<file path="src/rtl/bp_pkg.sv">
`default_nettype none
// ============================================================================
// Module   : bp_pkg
// Purpose  : Shared types, constants and helpers for the agree branch
//            predictor: the 2-bit agree counter, its reset/saturation
//            values and a saturating update function.
// Revision : 1.0 - initial release
// ============================================================================
package bp_pkg;

  // 2-bit agree counter: bit 1 set means "agree with the BTB bias".
  typedef logic [1:0] ctr_t;

  localparam ctr_t CTR_INIT = 2'b10;  // weak agree
  localparam ctr_t CTR_MAX  = 2'b11;  // strong agree
  localparam ctr_t CTR_MIN  = 2'b00;  // strong disagree

  // Saturating increment (up=1) or decrement (up=0).
  function automatic ctr_t ctr_sat(input ctr_t c, input logic up);
    ctr_t r;
    r = c;
    if (up) begin
      if (c != CTR_MAX) r = c + 2'd1;
    end else begin
      if (c != CTR_MIN) r = c - 2'd1;
    end
    return r;
  endfunction

endpackage
`default_nettype wire

</file>
<file path="src/rtl/agree_pht.sv">
`default_nettype none
// ============================================================================
// Module   : agree_pht
// Purpose  : Table of 2**PHT_WIDTH agree counters. One combinational read
//            port and one synchronous write port that either trains the
//            addressed counter (saturating up/down) or forces it to CTR_INIT.
// Ports    : clk_i, rst_ni (async, active-high)
//            rd_idx_i / rd_ctr_o          - combinational read
//            wr_en_i, wr_init_i, wr_up_i,
//            wr_idx_i                     - synchronous write
// Revision : 1.0 - initial release
// ============================================================================
module agree_pht
  import bp_pkg::*;
#(
  parameter int PHT_WIDTH = 8
) (
  input  logic                 clk_i,
  input  logic                 rst_ni,
  input  logic [PHT_WIDTH-1:0] rd_idx_i,
  output ctr_t                 rd_ctr_o,
  input  logic                 wr_en_i,
  input  logic                 wr_init_i,
  input  logic                 wr_up_i,
  input  logic [PHT_WIDTH-1:0] wr_idx_i
);

  localparam int ENTRIES = 2 ** PHT_WIDTH;

  ctr_t ctr_q [ENTRIES];

  // Read sees the pre-edge contents, so a same-cycle write to the same
  // entry is not forwarded.
  assign rd_ctr_o = ctr_q[rd_idx_i];

  always_ff @(posedge clk_i or posedge rst_ni) begin
    if (rst_ni) begin
      for (int i = 0; i < ENTRIES; i++) begin
        ctr_q[i] <= CTR_INIT;
      end
    end else if (wr_en_i) begin
      ctr_q[wr_idx_i] <= wr_init_i ? CTR_INIT : ctr_sat(ctr_q[wr_idx_i], wr_up_i);
    end
  end

endmodule
`default_nettype wire

</file>
<file path="src/rtl/agree_branch_predictor.sv">
`default_nettype none
// ============================================================================
// Module   : agree_branch_predictor
// Purpose  : Fetch-stage agree direction predictor in front of a BTB.
//            Combines a gshare-indexed agree counter with the BTB bias to
//            predict the next PC; trains counters, repairs global history
//            and drives the BTB write port on EX resolution.
// Ports    : fetch side  - fetch_pc_i, fetch_en_i, btb_rd_index_o,
//                          btb_valid_i/bias_i/tag_i/target_i,
//                          pred_hit_o/taken_o/pc_o/ghr_o
//            update side - upd_* inputs
//            BTB write   - btb_wren_o, btb_wr_index_o/tag_o/target_o,
//                          btb_br_taken_o (all registered)
// Revision : 1.0 - initial release
// ============================================================================
module agree_branch_predictor
  import bp_pkg::*;
#(
  parameter int INDEX_WIDTH = 6,
  parameter int PHT_WIDTH   = 8,
  parameter int GHR_WIDTH   = 8
) (
  input  logic                    clk_i,
  input  logic                    rst_ni,
  input  logic [31:0]             fetch_pc_i,
  input  logic                    fetch_en_i,
  output logic [INDEX_WIDTH-1:0]  btb_rd_index_o,
  input  logic                    btb_valid_i,
  input  logic                    btb_bias_i,
  input  logic [29-INDEX_WIDTH:0] btb_tag_i,
  input  logic [31:0]             btb_target_i,
  output logic                    pred_hit_o,
  output logic                    pred_taken_o,
  output logic [31:0]             pred_pc_o,
  output logic [GHR_WIDTH-1:0]    pred_ghr_o,
  input  logic                    upd_valid_i,
  input  logic [31:0]             upd_pc_i,
  input  logic [31:0]             upd_target_i,
  input  logic [GHR_WIDTH-1:0]    upd_ghr_i,
  input  logic                    upd_hit_i,
  input  logic                    upd_bias_i,
  input  logic                    upd_is_branch_i,
  input  logic                    upd_taken_i,
  input  logic                    upd_mispredict_i,
  output logic                    btb_wren_o,
  output logic [INDEX_WIDTH-1:0]  btb_wr_index_o,
  output logic [29-INDEX_WIDTH:0] btb_wr_tag_o,
  output logic [31:0]             btb_wr_target_o,
  output logic                    btb_br_taken_o
);

  localparam int TAG_WIDTH = 30 - INDEX_WIDTH;

  logic [GHR_WIDTH-1:0]   ghr_q, ghr_d;
  logic [PHT_WIDTH-1:0]   rd_idx, upd_idx;
  ctr_t                   rd_ctr;
  logic                   hit, taken;
  logic                   upd_br, do_train, do_alloc, do_retarget;

  logic                   wren_q, wren_d;
  logic [INDEX_WIDTH-1:0] wr_index_q, wr_index_d;
  logic [TAG_WIDTH-1:0]   wr_tag_q, wr_tag_d;
  logic [31:0]            wr_target_q, wr_target_d;
  logic                   br_taken_q, br_taken_d;

  // Byte-offset bits never participate in indexing or tags.
  logic unused_ok;
  assign unused_ok = ^{fetch_pc_i[1:0], upd_pc_i[1:0]};

  // ---------------- prediction (combinational) ----------------
  assign btb_rd_index_o = fetch_pc_i[INDEX_WIDTH+1:2];
  assign hit    = btb_valid_i & (btb_tag_i == fetch_pc_i[31:INDEX_WIDTH+2]);
  assign rd_idx = fetch_pc_i[PHT_WIDTH+1:2] ^ PHT_WIDTH'(ghr_q);
  // Counter MSB set: follow the bias; clear: invert it.
  assign taken  = hit & ~(rd_ctr[1] ^ btb_bias_i);

  assign pred_hit_o   = hit;
  assign pred_taken_o = taken;
  assign pred_pc_o    = taken ? btb_target_i : fetch_pc_i + 32'd4;
  assign pred_ghr_o   = ghr_q;

  // ---------------- resolution ----------------
  assign upd_idx     = upd_pc_i[PHT_WIDTH+1:2] ^ PHT_WIDTH'(upd_ghr_i);
  assign upd_br      = upd_valid_i & upd_is_branch_i;
  assign do_train    = upd_br & upd_hit_i;
  assign do_alloc    = upd_br & ~upd_hit_i & upd_taken_i;
  // Hit, taken and still mispredicted: the stored target was wrong.
  assign do_retarget = upd_br & upd_hit_i & upd_taken_i & upd_mispredict_i;

  agree_pht #(
    .PHT_WIDTH (PHT_WIDTH)
  ) u_pht (
    .clk_i     (clk_i),
    .rst_ni    (rst_ni),
    .rd_idx_i  (rd_idx),
    .rd_ctr_o  (rd_ctr),
    .wr_en_i   (do_train | do_alloc),
    .wr_init_i (do_alloc),
    .wr_up_i   (upd_taken_i == upd_bias_i),
    .wr_idx_i  (upd_idx)
  );

  // History: a resolved mispredict overrides any speculative shift.
  always_comb begin
    ghr_d = ghr_q;
    if (upd_valid_i & upd_mispredict_i) begin
      if (upd_hit_i & upd_is_branch_i) begin
        ghr_d = {upd_ghr_i[GHR_WIDTH-2:0], upd_taken_i};
      end else begin
        ghr_d = upd_ghr_i;
      end
    end else if (fetch_en_i & hit) begin
      ghr_d = {ghr_q[GHR_WIDTH-2:0], taken};
    end
  end

  // BTB write payload is loaded only on a write so the bus stays quiet.
  always_comb begin
    wren_d      = do_alloc | do_retarget;
    wr_index_d  = wr_index_q;
    wr_tag_d    = wr_tag_q;
    wr_target_d = wr_target_q;
    br_taken_d  = br_taken_q;
    if (do_alloc | do_retarget) begin
      wr_index_d  = upd_pc_i[INDEX_WIDTH+1:2];
      wr_tag_d    = upd_pc_i[31:INDEX_WIDTH+2];
      wr_target_d = upd_target_i;
      // Bias is fixed at allocation and carried unchanged on retarget.
      br_taken_d  = do_alloc ? 1'b1 : upd_bias_i;
    end
  end

  always_ff @(posedge clk_i or posedge rst_ni) begin
    if (rst_ni) begin
      ghr_q       <= '0;
      wren_q      <= 1'b0;
      wr_index_q  <= '0;
      wr_tag_q    <= '0;
      wr_target_q <= '0;
      br_taken_q  <= 1'b0;
    end else begin
      ghr_q       <= ghr_d;
      wren_q      <= wren_d;
      wr_index_q  <= wr_index_d;
      wr_tag_q    <= wr_tag_d;
      wr_target_q <= wr_target_d;
      br_taken_q  <= br_taken_d;
    end
  end

  assign btb_wren_o      = wren_q;
  assign btb_wr_index_o  = wr_index_q;
  assign btb_wr_tag_o    = wr_tag_q;
  assign btb_wr_target_o = wr_target_q;
  assign btb_br_taken_o  = br_taken_q;

endmodule
`default_nettype wire

</file>
<file path="config.mk">
export PLATFORM = sky130hd
export DESIGN_NAME = agree_branch_predictor
export DESIGN_NICKNAME = d
export VERILOG_FILES = /design/src/rtl/bp_pkg.sv /design/src/rtl/agree_pht.sv /design/src/rtl/agree_branch_predictor.sv
export SDC_FILE = /design/constraint.sdc
export NUM_CORES = 2
export LEC_CHECK = 0
export ABC_CLOCK_PERIOD_IN_PS = 28900
export CAP_MARGIN = 15
export CORE_ASPECT_RATIO = 1.2
export CORE_UTILIZATION = 36
export CTS_BUF_LIST = sky130_fd_sc_hd__clkbuf_2
export DETAILED_ROUTE_END_ITERATION = 12
export HOLD_SLACK_MARGIN = 0.1
export PLACE_DENSITY_LB_ADDON = 0.3
export SETUP_SLACK_MARGIN = 0.5
export SYNTH_ARGS = -nofsm -noshare
export SYNTH_HDL_FRONTEND = slang
export SYNTH_SLANG_ARGS = --single-unit
export TNS_END_PERCENT = 20
</file>
<file path="constraint.sdc">
create_clock -name clk_i -period 28.9 [get_ports clk_i]
set_input_delay 5.78 -clock clk_i [delete_from_list [all_inputs] [get_ports clk_i]]
set_output_delay 5.78 -clock clk_i [all_outputs]
set_load 0.01 [all_outputs]
</file>
==> impl_metrics.json <==
{
  "post_dp_cell_area_um2": 34350,
  "initial_utilization_pct": 36.38,
  "switchingPower_w": 0.0005995,
  "tightest_slew_ps": 1350,
  "dpl.hpwl_um": 61830,
  "yosysSeqAreaShare_pct": 49.18,
  "yosysWarnings": 0,
  "drv_cap": 0,
  "worstSetupPathType": "input port to output pin",
  "pwr-share-comb_pct": 19.6,
  "worstSetupStartpoint": "fetch_pc_i[2]",
  "fin_nets": 3335,
  "seqPwrFrac_pct": 47.9,
  "die_h_um": 320.1,
  "hold_viol_final": 0,
  "start_kind": "input port",
  "ys_ff_latch": 584,
  "arrival_ps": 12150,
  "p_per_area_nw_per_um2": 51.63,
  "grt-ovfl-total": 0,
  "skew_ps": 120.0,
  "grt_max_degree": 215,
  "netlist_area_um2": 30360,
  "htreeDepth": 4,
  "syn-instance-count": 2886,
  "post_cts_resized": 0,
  "syn_area_per_cell_um2": 10.52,
  "cts_tree": "done",
  "clock_latency_ps": 1420,
  "use_met1_pct": 30.47,
  "ff2ff_path_depth": 11,
  "cts.sinks": 584,
  "die_x_um": 267.1,
  "p_clk_share_pct": 32.5,
  "grt_usage_pct": 23.86,
  "final_core_util_pct": 42.89,
  "max_freq_ghz": 0.05576,
  "viasPerCell": 5.546,
  "fin_area_um2": 35800,
  "synth_edf_count": 0,
  "setup_violations": 0,
  "setup_tns_ps": 0,
  "leakagePower_nw": 13.31,
  "routedWlPerCell_um": 22.93,
  "grt_util_met2_pct": 39.33,
  "multi_input_area_um2": 14810,
  "period_share_pct": 62.05,
  "busiest_layer": "met2",
  "min_path_type": "register to register",
  "wl_um": 101200,
  "cts_root_buf": "clkbuf_2",
  "ff_latch_area_um2": 14930,
  "status": "finished, final reports clean",
  "rsz0062_at_grt": "no",
  "syn-num-nets": 3058,
  "irDropWorstVdd_v": 0.00003199,
  "worstPathMaxFanout": 34,
  "gp_congestion": 0.8848,
  "dp.cells": 4133,
  "async_flop_share_pct": 100.0,
  "ys_types": 48,
  "hold_depth": 2,
  "p_int_w": 0.001248,
  "r2r-start": "u_pht.ctr_q[440]",
  "numCtsBuffers": 147,
  "drt_iter0_drc": 2330,
  "port_buffers": 280,
  "sw_frac_of_total_pct": 32.44,
  "slew_headroom_pct": 9.987,
  "clock_tree.buffer_depth": 3,
  "endpoint_kind": "output pin",
  "fillers": 8066,
  "grt_antenna_before_repair": 3,
  "finalMaxSlewViolations": 0,
  "antenna_left": 0,
  "rows": 116,
  "die-area_um2": 85510,
  "core_area_um2": 83460,
  "final_cells": 4412,
  "drt-pass1-iter-count": 5,
  "grt_pass1_vias": 24590,
  "drc": 0,
  "drive_above_1_share_pct": 25.14,
  "grt_pass1_wl_um": 154200,
  "crit_required_ps": 23120,
  "post_cts_buffers": 0,
  "vias": 24470,
  "path_clk_slew_ps": 80,
  "min_period_ps": 17930,
  "ys.flop_type": "dfrtp_1",
  "io_pins": 283,
  "min_from": "u_pht.ctr_q[400]",
  "grt_use_met3_pct": 4.530,
  "areaGrowthSynthToFinish_pct": 17.89,
  "holdBufCountCts": 0
}
==> cell usage after synthesis, types with 4 or more instances <==
cell	n	area, um2
nand2_1	921	3457
dfrtp_1	328	8208
o31ai_1	257	1929
dfstp_2	256	6726
o21ai_0	227	1136
mux4_2	187	4212
clkbuf_1	117	439.2
nor2_1	70	262.8
mux2_2	67	754.5
buf_2	66	330.3
xnor2_1	42	367.9
xor2_1	40	350.3
o21ai_1	37	185.2
a22oi_1	32	240.2
nand3_1	30	150.1
mux2_1	28	315.3
mux2i_1	25	250.2
a21oi_1	20	100.1
nand4_1	17	106.4
and3_1	16	100.1
a41oi_1	14	122.6
buf_4	13	97.59
nor3_1	12	60.06
a211oi_1	10	75.07
a31oi_1	7	43.79
o22ai_1	7	43.79
nor4_1	6	37.54
inv_1	4	15.01
==> cells in the final DEF (no fill, tap or decap), types with 16 or more instances in the layout <==
master	Yosys	layout
nand2_1	921	920
dfrtp_1	328	328
clkdlybuf4s50_1	0	280
o31ai_1	257	257
dfstp_2	256	256
o21ai_0	227	227
clkbuf_2	0	218
mux4_2	187	187
mux2_2	67	67
nor2_1	70	50
xnor2_1	42	40
buf_4	13	38
o21ai_1	37	37
xor2_1	40	36
clkinv_1	0	34
a22oi_1	32	32
nand3_1	30	30
mux2_1	28	28
mux2i_1	25	24
a21oi_1	20	20
nor2_4	0	20
nand4_1	17	17
and3_1	16	16
==> worst max-delay path: stages <==
cell and delay, ps:
clkdlybuf4s50_1 640, xnor2_2 140, buf_4 640, buf_4 760, mux4_2 620, mux4_2 530
a32oi_1 330, a21oi_1 150, o22ai_1 710, mux2i_4 400, buf_4 410, mux2_1 370
clkdlybuf4s50_1 570
==> power groups by stage <==
| stage | Combinational (W) | Clock [W] | Sequential [W] |
|---|---|---|---|
| floorplan | 0.000183 | 0 | 0.000904 |
| global placement | 0.000360 | 0 | 0.000898 |
| detailed placement | 0.000362 | 0 | 0.000900 |
| CTS | 0.000363 | 0.000617 | 0.000886 |
| global route | 0.000383 | 0.000660 | 0.000891 |
| finish | 0.000362 | 0.000600 | 0.000886 |
==> path summary, 6_finish.rpt <==
check / to / slack, ps
max: pred_pc_o[27] / 10970
min reg2reg: u_pht.ctr_q[400] / 480
max in group asynchronous: btb_wr_target_o[7] / 21520
min in group asynchronous: u_pht.ctr_q[80] / 4940
max reg2reg: u_pht.ctr_q[93] / 22900
min: u_pht.ctr_q[400] / 480
==> final cells by class <==
cell class,instances,share of cell area (%)
multi-input cells,2102,41.36
inverters,4,0.06292
clock inverters,54,0.9123
repair buffers,324,8.938
diodes,5,0.03495
well taps,1121,3.918
flip-flops and latches,584,41.72
clock buffers,218,3.048
==> cells by family (layout without fill, tap and decap cells) <==
logic type,after synthesis,count (layout),share of synthesized area (%)
multiplexers,307,307,18.22
AO/OA/AOI/OAI,622,622,13.07
buffers and inverters,200,600,2.905
adder cells (fa/ha/maj),2,2,0.07828
flip-flops,584,584,49.18
other,0,5,0
XOR/XNOR,82,82,2.365
AND/OR/NAND/NOR,1089,1089,14.18
==> flip-flops by register name (all words and copies together), names as in the netlist <==
register / cells
u_pht.ctr_q: 512
pred_ghr_o: 8
btb_wr_tag_o: 24
btb_br_taken_o: 1
btb_wr_target_o: 32
btb_wr_index_o: 6
btb_wren_o: 1
==> routing by layer <==
| metal | wire length (um) | share of wire (%) |
|---|---|---|
| met3 | 7005 | 6.9 |
| met1 | 40640 | 40 |
| met4 | 3951 | 3.9 |
| met5 | 10 | 0.0099 |
| met2 | 49540 | 49 |
==> metrics by stage <==
stage               hold slack [ps]  total power (W)  worst slack, ps
global route                  488.4         0.001934            10690
finish                        477.9         0.001848            10970
detailed placement            460.8         0.001262            10980
floorplan                     443.2         0.001087             7202
global placement              454.1         0.001258            10990
CTS                           477.3         0.001865            10970
No activity file was read; power rests on OpenSTA's default activity.
